<file path="src/rtl/aes_pkg.sv">
// Shared AES front-end definitions: key-size mode encodings, round counts,
// sequencer state type and the switch decode helpers.
package aes_pkg;

   localparam int ROUND_W = 5;

   typedef enum logic [1:0] {
      MODE_128 = 2'd0,
      MODE_192 = 2'd1,
      MODE_256 = 2'd2
   } mode_t;

   localparam logic [3:0] NR_128 = 4'd10;
   localparam logic [3:0] NR_192 = 4'd12;
   localparam logic [3:0] NR_256 = 4'd14;

   typedef enum logic [1:0] {
      IDLE,
      CIPHER,
      DECIPHER,
      DONE
   } state_t;

   // 192-bit request wins over 256-bit request when both switches are up.
   function automatic mode_t decode_mode(input logic [1:0] sw);
      if (sw[0])
         return MODE_192;
      else if (sw[1])
         return MODE_256;
      else
         return MODE_128;
   endfunction

   function automatic logic [3:0] nr_of(input mode_t m);
      case (m)
         MODE_192: return NR_192;
         MODE_256: return NR_256;
         default:  return NR_128;
      endcase
   endfunction

endpackage

</file>
<file path="src/rtl/round_sequencer_if.sv">
// Bundle of the raw operator inputs and the registered round/display outputs
// of the round sequencer.
interface round_sequencer_if;
   import aes_pkg::*;

   logic               key_n;
   logic               sw_clear;
   logic [1:0]         sw_mode;
   logic               step_pulse;
   logic [1:0]         mode;
   logic [3:0]         nr;
   logic [ROUND_W-1:0] round;
   logic               phase;
   logic [3:0]         phase_round;
   logic               done;

   modport master (
      output key_n, sw_clear, sw_mode,
      input  step_pulse, mode, nr, round, phase, phase_round, done
   );

   modport slave (
      input  key_n, sw_clear, sw_mode,
      output step_pulse, mode, nr, round, phase, phase_round, done
   );

endinterface

</file>
<file path="src/rtl/key_debouncer.sv">
// Two-flop synchroniser, debounce filter and single-cycle press detector for
// an active-low pushbutton.
module key_debouncer #(
   parameter int DEBOUNCE_CYCLES = 250000,
   parameter int CNT_W           = 18
) (
   input  logic clk,
   input  logic rst_n,
   input  logic key_n,
   output logic press
);

   logic             key_s1_reg;
   logic             key_s2_reg;
   logic             stable_reg;
   logic             press_reg;
   logic [CNT_W-1:0] cnt_reg;
   logic             accept;

   // The counter only runs while the synchronised level disagrees with the
   // accepted level; any return to agreement restarts the qualification.
   assign accept = (key_s2_reg != stable_reg) &&
                   (cnt_reg == CNT_W'(DEBOUNCE_CYCLES - 1));

   always_ff @(posedge clk or negedge rst_n) begin
      if (!rst_n) begin
         key_s1_reg <= 1'b1;
         key_s2_reg <= 1'b1;
         stable_reg <= 1'b1;
         cnt_reg    <= '0;
         press_reg  <= 1'b0;
      end else begin
         key_s1_reg <= key_n;
         key_s2_reg <= key_s1_reg;
         press_reg  <= accept && !key_s2_reg;
         if (key_s2_reg == stable_reg) begin
            cnt_reg <= '0;
         end else if (accept) begin
            stable_reg <= key_s2_reg;
            cnt_reg    <= '0;
         end else begin
            cnt_reg <= cnt_reg + 1'b1;
         end
      end
   end

   assign press = press_reg;

endmodule

</file>
<file path="src/rtl/round_sequencer.sv">
// Steps the AES round index through the cipher and decipher phases on each
// debounced key press, with a latched key-size mode and synchronous clear.
module round_sequencer
   import aes_pkg::*;
#(
   parameter int DEBOUNCE_CYCLES = 250000,
   parameter int CNT_W           = 18
) (
   input  logic              clk,
   input  logic              rst_n,
   round_sequencer_if.slave  bus
);

   logic               step;
   logic               clear_s1_reg;
   logic               clear_s2_reg;
   logic [1:0]         sw_s1_reg;
   logic [1:0]         sw_s2_reg;

   state_t             state_reg,       state_next;
   logic [ROUND_W-1:0] round_reg,       round_next;
   mode_t              mode_reg,        mode_next;
   logic [3:0]         nr_reg,          nr_next;
   logic               phase_reg,       phase_next;
   logic [3:0]         phase_round_reg, phase_round_next;
   logic               done_reg,        done_next;
   logic [ROUND_W-1:0] last_round;

   key_debouncer #(
      .DEBOUNCE_CYCLES (DEBOUNCE_CYCLES),
      .CNT_W           (CNT_W)
   ) u_key_debouncer (
      .clk   (clk),
      .rst_n (rst_n),
      .key_n (bus.key_n),
      .press (step)
   );

   always_ff @(posedge clk or negedge rst_n) begin
      if (!rst_n) begin
         clear_s1_reg <= 1'b0;
         clear_s2_reg <= 1'b0;
         sw_s1_reg    <= 2'b00;
         sw_s2_reg    <= 2'b00;
      end else begin
         clear_s1_reg <= bus.sw_clear;
         clear_s2_reg <= clear_s1_reg;
         sw_s1_reg    <= bus.sw_mode;
         sw_s2_reg    <= sw_s1_reg;
      end
   end

   assign last_round = {nr_reg, 1'b0} + 5'd1;

   always_ff @(posedge clk or negedge rst_n) begin
      if (!rst_n) begin
         state_reg       <= IDLE;
         round_reg       <= '0;
         mode_reg        <= MODE_128;
         nr_reg          <= NR_128;
         phase_reg       <= 1'b0;
         phase_round_reg <= '0;
         done_reg        <= 1'b0;
      end else begin
         state_reg       <= state_next;
         round_reg       <= round_next;
         mode_reg        <= mode_next;
         nr_reg          <= nr_next;
         phase_reg       <= phase_next;
         phase_round_reg <= phase_round_next;
         done_reg        <= done_next;
      end
   end

   // Clear has priority over a coincident step in every state.
   always_comb begin
      state_next = state_reg;
      round_next = round_reg;
      if (clear_s2_reg) begin
         state_next = IDLE;
         round_next = '0;
      end else if (step) begin
         case (state_reg)
            IDLE: begin
               state_next = CIPHER;
               round_next = 5'd1;
            end
            CIPHER: begin
               round_next = round_reg + 5'd1;
               if (round_reg == {1'b0, nr_reg})
                  state_next = DECIPHER;
            end
            DECIPHER: begin
               round_next = round_reg + 5'd1;
               if (round_reg + 5'd1 == last_round)
                  state_next = DONE;
            end
            default: ;
         endcase
      end
   end

   // Mode follows the switches only while idle, including the edge that
   // leaves idle, so the first press captures the current selection.
   always_comb begin
      mode_next        = (state_reg == IDLE) ? decode_mode(sw_s2_reg) : mode_reg;
      nr_next          = nr_of(mode_next);
      phase_next       = (state_next == DECIPHER) || (state_next == DONE);
      phase_round_next = phase_next ? 4'(round_next - {1'b0, nr_next} - 5'd1)
                                    : 4'(round_next);
      done_next        = (state_next == DONE);
   end

   assign bus.step_pulse  = step;
   assign bus.mode        = mode_reg;
   assign bus.nr          = nr_reg;
   assign bus.round       = round_reg;
   assign bus.phase       = phase_reg;
   assign bus.phase_round = phase_round_reg;
   assign bus.done        = done_reg;

endmodule
</file>
<file path="src/flat_wrapper.sv">
// flat-port wrapper written by rule: the top's interface ports become plain ports
module round_sequencer_flat import aes_pkg::*;
#(
   parameter int DEBOUNCE_CYCLES = 250000,
   parameter int CNT_W           = 18
)
  (clk, rst_n, bus_key_n, bus_sw_clear, bus_sw_mode, bus_step_pulse, bus_mode, bus_nr, bus_round, bus_phase, bus_phase_round, bus_done);
  round_sequencer_if bus_i ();
  input  logic clk;
  input  logic rst_n;
  input wire logic [$bits(bus_i.key_n)-1:0] bus_key_n;
  input wire logic [$bits(bus_i.sw_clear)-1:0] bus_sw_clear;
  input wire logic [$bits(bus_i.sw_mode)-1:0] bus_sw_mode;
  output wire logic [$bits(bus_i.step_pulse)-1:0] bus_step_pulse;
  output wire logic [$bits(bus_i.mode)-1:0] bus_mode;
  output wire logic [$bits(bus_i.nr)-1:0] bus_nr;
  output wire logic [$bits(bus_i.round)-1:0] bus_round;
  output wire logic [$bits(bus_i.phase)-1:0] bus_phase;
  output wire logic [$bits(bus_i.phase_round)-1:0] bus_phase_round;
  output wire logic [$bits(bus_i.done)-1:0] bus_done;
  assign bus_i.key_n = bus_key_n;
  assign bus_i.sw_clear = bus_sw_clear;
  assign bus_i.sw_mode = bus_sw_mode;
  assign bus_step_pulse = bus_i.step_pulse;
  assign bus_mode = bus_i.mode;
  assign bus_nr = bus_i.nr;
  assign bus_round = bus_i.round;
  assign bus_phase = bus_i.phase;
  assign bus_phase_round = bus_i.phase_round;
  assign bus_done = bus_i.done;
  round_sequencer #(.DEBOUNCE_CYCLES(DEBOUNCE_CYCLES), .CNT_W(CNT_W)) u_core (.clk(clk), .rst_n(rst_n), .bus(bus_i));
endmodule
</file>
<file path="config.mk">
export PLATFORM = sky130hd
export DESIGN_NAME = round_sequencer_flat
export DESIGN_NICKNAME = d
export VERILOG_FILES = /design/src/rtl/aes_pkg.sv /design/src/rtl/round_sequencer_if.sv /design/src/rtl/key_debouncer.sv /design/src/rtl/round_sequencer.sv /design/src/flat_wrapper.sv
export SDC_FILE = /design/constraint.sdc
export NUM_CORES = 1
export LEC_CHECK = 0
export BUFFER_PORTS_ARGS = -buffer_cell sky130_fd_sc_hd__buf_2
export CORE_MARGIN = 4
export CORE_UTILIZATION = 35
export CTS_BUF_LIST = sky130_fd_sc_hd__clkbuf_4
export DETAILED_ROUTE_END_ITERATION = 8
export HOLD_SLACK_MARGIN = 0.05
export PLACE_DENSITY_LB_ADDON = 0.2
export SKIP_LAST_GASP = 1
export SYNTH_ARGS = -nofsm -noshare
export SYNTH_HDL_FRONTEND = slang
export SYNTH_HIERARCHICAL = 1
export SYNTH_SLANG_ARGS = --single-unit
</file>
<file path="constraint.sdc">
create_clock -name clk -period 3.2 [get_ports clk]
set_input_delay 0.32 -clock clk [delete_from_list [all_inputs] [get_ports clk]]
set_output_delay 0.32 -clock clk [all_outputs]
set_load 0.03 [all_outputs]
</file>
==> impl_metrics.yaml, run 1 <==
logic_synthesis:
  ys_seq_area_frac: 0.492
  synth_largest_area_cell: "dfrtp_1"
  synth_most_common_cell: "dfrtp_1"
  synth_top_area_frac: 0.446
  synth_area_per_cell_um2: 10.7
  synth_seq_cells: 45
  yosysWarnings: 6
  synthesis.nets: 233
  netlist_area_um2: 2300
  netlist_top_cells_area: "dfrtp_1 (45%), xnor2_1 (6.5%), ha_1 (6.0%), dfstp_2 (4.6%), nor2_1 (4.1%)"
  synth.cells.most_frequent: "dfrtp_1 (41), nor2_1 (25), xnor2_1 (17)"
  synth_edf_count: 0
  async_reset_ff_frac: 1.00
  synthCells: 215
  synth.distinct_cells: 46
  synth_flop_cell: "dfrtp_1"
floorplanning:
  initial_core_util: 0.362
  die_width_um: 89.0
  die_h_um: 89.0
  core_um2: 6350
  io_pins: 24
  dieArea_um2: 7930
  row_count: 29
placement:
  portBuffers: 21
  post-place-ws_ns: 0.587
  dp_hpwl_mm: 3.19
  place_congestion: 0.775
critical_path:
  crit_path_start_kind: "flop"
  crit_start: "u_core/state_reg[0]"
  cp_slowest_stage_delay_ns: 0.44
  path_delay_family: "adder cells"
  path_cells: "inv_1, ha_1, mux2_2, ha_1, ha_1, nand2_1, nor4_1, o21ai_2, xnor2_1"
  cp_max_fo: 6
  reg2regPathDepth: 9
  slowest_stage: "dfrtp_1"
  r2r_start: "u_core/state_reg[0]"
  r2r_slack_ns: 0.59
  path_buf_inv: 1
  cpMostUsedCell: "ha_1"
  cp.required_ns: 3.45
  worstPathArrival_ns: 2.86
  path_class: "flop to flop"
  crit_path_end_kind: "flop"
  r2r-end: "u_core/bus.phase_round[3]"
clock_tree:
  cts_sinks: 45
  cts_root_buf: "clkbuf_4"
  post_cts_buffers: 0
  numCtsBuffers: 5
  worstSkewPairLatency_ns: 0.35
  ctsHtreeMaxLevel: 2
  path_clk_slew_ns: 0.14
  cts_buffer_depth: 2
  cts_tree: "built"
layout:
  largest_reg_flops: 18
  finalCoreUtilization: 0.406
  area_growth_pct: 12.1
  drive_gt1_frac: 0.190
  final_nets: 259
  nFillCells: 634
  n_antenna_cell: 0
global_routing:
  grt_pass1_wl_mm: 7.73
  grt_max_degree: 46
  grt-ovfl-total: 0
  grt_use_total: 0.128
  antenna_found_initial: 0
  grt_pass1_vias: 1566
timing:
  skew_ns: 0.0143
  timing_hold_violations_final: 0
  max_freq_ghz: 0.383
  min_period_over_period: 0.815
  rsz0062_at_grt: "false"
  fin_setup_tns_ns: 0
  setup_ws_ns: 0.591
  relSlewSlack: 0.344
  tightest_slew_ns: 0.984
  drv_slew: 0
  setup_viol: 0
  period_minus_slack_ns: 2.61
run_status:
  status: "finished clean"
drt:
  routed_wirelength_mm: 4.55
  viasPerCell: 4.92
  post_drt_wl_per_cell_um: 14.3
  firstDrtPassIters: 6
  routed-via-count: 1569
  ant_nets: 0
  drc: 0
  drt_iter0_markers: 90
power:
  ir_worst_vdd_mv: 0.122
  cellPowerDensity_nw_per_um2: 386
  p_leak_uw: 0.00112
min_path:
  hp-class: "primary input to async pin"
flow_run:
  max-cap-violations: 0
what timing repair did:
action	in CTS	in global routing
gates resized for setup	0	0
hold buffers	4	0
hold endpoints to repair	4	0
area by class of cell:
cell class / instances / area, um2 / share of cell area
multi-input combinational: 149 / 1070 / 0.415
sequential: 45 / 1130 / 0.439
clock buffer: 5 / 37.5 / 0.0146
clock inverter: 3 / 41.3 / 0.0160
inverter: 15 / 56.3 / 0.0219
timing repair buffer: 25 / 145 / 0.0563
tap: 77 / 96.3 / 0.0374
logic make-up (layout without fill, tap and decap cells):
kind of cell,Yosys count,after routing,synth area share
other cells,2,2,0.00327
xor+xnor,23,23,0.0909
flops,45,45,0.492
mux,3,3,0.0163
simple gates,82,82,0.196
compound gates,27,27,0.0898
buf+inv,21,48,0.0430
fa+ha+maj,12,12,0.0686
worst max-delay path by stage:
stage / cells past startpoint / end
after floorplan: 9 / u_core/bus.phase_round[3]
after global placement: 9 / u_core/bus.phase_round[3]
after detailed placement: 9 / u_core/bus.phase_round[3]
after CTS: 9 / u_core/bus.phase_round[3]
after global routing: 9 / u_core/bus.phase_round[3]
final: 9 / u_core/bus.phase_round[3]
power by group:
part | internal (uW) | switching (uW)
combinational | 19.4 | 37.0
sequential | 582 | 12.3
clock | 162 | 182
per-layer routing:
| layer | track usage | part of all wire | routed length (um) |
|---|---|---|---|
| met3 | 0.0249 | 0.031 | 139 |
| met4 | 0.0487 | 0.010 | 47 |
| met1 | 0.185 | 0.51 | 2330 |
| met2 | 0.189 | 0.45 | 2030 |
| met5 | 0 | 0 | 0 |
through the flow:
stage,hold WS (ns),instances,instance area [um2],total power [uW]
detailed placement,0.340,307,2460,660
CTS,0.146,319,2580,1020
global route,0.196,319,2580,1050
finish,0.115,319,2580,994
floorplan,0.0244,215,2300,637
global placement,0.333,307,2460,660
cells in the final DEF, fill, tap and decap left out, types with 8 or more instances in the layout:
cell / netlist / layout
dfrtp_1: 41 / 41
nor4_1: 8 / 8
a21oi_1: 9 / 9
nor2_1: 25 / 25
nand2_1: 11 / 11
buf_2: 2 / 21
nand3_1: 12 / 12
ha_1: 11 / 11
inv_1: 15 / 15
xnor2_1: 17 / 17
(Power assumes the default switching activity.)
==> run 2: changes to the inputs <==
==> constraint.sdc (replaced) <==
create_clock -name clk -period 2.7 [get_ports clk]
set_input_delay 0.27 -clock clk [delete_from_list [all_inputs] [get_ports clk]]
set_output_delay 0.27 -clock clk [all_outputs]
set_load 0.03 [all_outputs]
==> impl_metrics.yaml, run 2 (same netlist as run 1, synthesis figures left out) <==
power:
  intPower_uw: 905
  swShare: 0.241
  combPwrFrac: 0.058
  switching_power_uw: 287
  clkPwrFrac: 0.352
  ir_worst_vdd_mv: 0.204
  p_leak_uw: 0.00114
  cellPowerDensity_nw_per_um2: 456
  p_seq_frac: 0.591
clock_tree:
  numCtsBuffers: 5
  worstSkewPairLatency_ns: 0.37
  cts_root_buf: "clkbuf_4"
  cts_sinks: 45
  cts_tree: "built"
  cts_buffer_depth: 2
  ctsHtreeMaxLevel: 2
  path_clk_slew_ns: 0.14
  post_cts_buffers: 0
placement:
  portBuffers: 21
  post-place-ws_ns: 0.106
  placed_cell_area_um2: 2490
  dp_hpwl_mm: 3.36
  place_congestion: 0.781
global_routing:
  grt-ovfl-total: 0
  grt_most_used_layer: "met2"
  antenna_found_initial: 0
  met1_usage: 0.191
  grt_use_total: 0.135
  grt_pass1_wl_mm: 8.05
  grtUsageMet2: 0.196
  grt_pass1_vias: 1559
  met3_usage: 0.0396
  grt_max_degree: 46
timing:
  drv_slew: 0
  tightest_slew_ns: 1.00
  rsz0062_at_grt: "false"
  timing.hold.ws_ns: 0.0610
  relSlewSlack: 0.330
  timing_hold_violations_final: 0
  period_minus_slack_ns: 2.41
  skew_ns: 0.0108
  min_period_over_period: 0.894
  setup_ws_ns: 0.286
  max_freq_ghz: 0.414
  setup_viol: 0
  fin_setup_tns_ns: 0
layout:
  n_antenna_cell: 0
  area_growth_pct: 13.8
  drive_gt1_frac: 0.215
  multi_input_area_um2: 1080
  nFillCells: 622
  layout_commonest_cell: "dfrtp_1"
  design_area_um2: 2620
  final_nets: 263
  largest_reg_flops: 18
  seq_area_um2: 1130
  final_cell_mix: "dfrtp_1 (41), nor2_1 (25), buf_2 (21), xnor2_1 (17), inv_1 (14)"
run_status:
  status: "finished clean"
critical_path:
  crit_path_start_kind: "flop"
  path_class: "flop to flop"
  cp.required_ns: 2.97
  r2r_slack_ns: 0.29
  crit_path_end_kind: "flop"
  cp_max_fo: 6
  worstPathArrival_ns: 2.69
floorplanning:
  core_um2: 6350
  io_pins: 24
  row_count: 29
  dieArea_um2: 7930
  die_width_um: 89.0
  initial_core_util: 0.362
  die_h_um: 89.0
drt:
  ant_nets: 0
  routed_wirelength_mm: 4.75
  post_drt_wl_per_cell_um: 14.7
  routed-via-count: 1649
  viasPerCell: 5.11
  firstDrtPassIters: 4
  drt_iter0_markers: 99
  drc: 0
min_path:
  hp-class: "primary input to async pin"
flow_run:
  max-cap-violations: 0
## run 2: layout make-up
cell class / instances / area share
repair buffers: 29 / 0.0670
inverters: 15 / 0.0215
multi-input cells: 149 / 0.412
clock inverters: 3 / 0.0158
well taps: 77 / 0.0368
flip-flops and latches: 45 / 0.433
clock buffers: 5 / 0.0144
## run 2: worst paths after layout
check | start | to | cells past startpoint
worst max register to register | u_core/state_reg[1] | u_core/bus.phase_round[3] | 10
worst max-delay path | u_core/state_reg[1] | u_core/bus.phase_round[3] | 10
max in group asynchronous | rst_n | u_core/state_reg[0] | 1
worst min register to register | u_core/sw_s1_reg[1] | u_core/sw_s2_reg[1] | 0
min in group clk | u_core/sw_s1_reg[1] | u_core/sw_s2_reg[1] | 0
worst min-delay path | rst_n | u_core/bus.phase_round[1] | 1
## run 2: power groups by stage
stage          clock network, uW  logic, uW  registers (uW)
2_1_floorplan                  0       35.3             720
3_3_place_gp                   0       65.8             717
3_5_place_dp                   0       65.5             717
4_1_cts                      436       70.3             705
5_1_grt                      467       78.2             708
6_report                     419       68.6             705
## run 2: worst max-delay path, cell delays in order, from the launching register on
cell	delay [ns]
dfrtp_1	0.46
ha_1	0.24
nand2b_1	0.24
buf_4	0.20
o21ai_0	0.16
a21oi_1	0.14
ha_1	0.37
nand2_1	0.09
nor4_2	0.19
o21ai_2	0.10
xnor2_1	0.14
## run 2: metrics by stage
| step | util | std cells | total power, uW |
|---|---|---|---|
| after floorplan | - | 215 | 755 |
| after global placement | 0.392 | 311 | 783 |
| after detailed placement | 0.392 | 311 | 783 |
| after CTS | 0.410 | 323 | 1210 |
| after global routing | 0.412 | 323 | 1250 |
| final | 0.412 | 323 | 1190 |
## run 2: repair_timing
item	CTS	global route
hold endpoints to repair	4	0
endpoints found under the setup margin	0	1
hold buffers	4	0
gates resized for setup	0	3
## run 2: metal layers
metal	up-vias	routed length, um
met5	-	0
met4	0	71
met3	6	218
met2	32	2090
met1	811	2370
li1	800	-
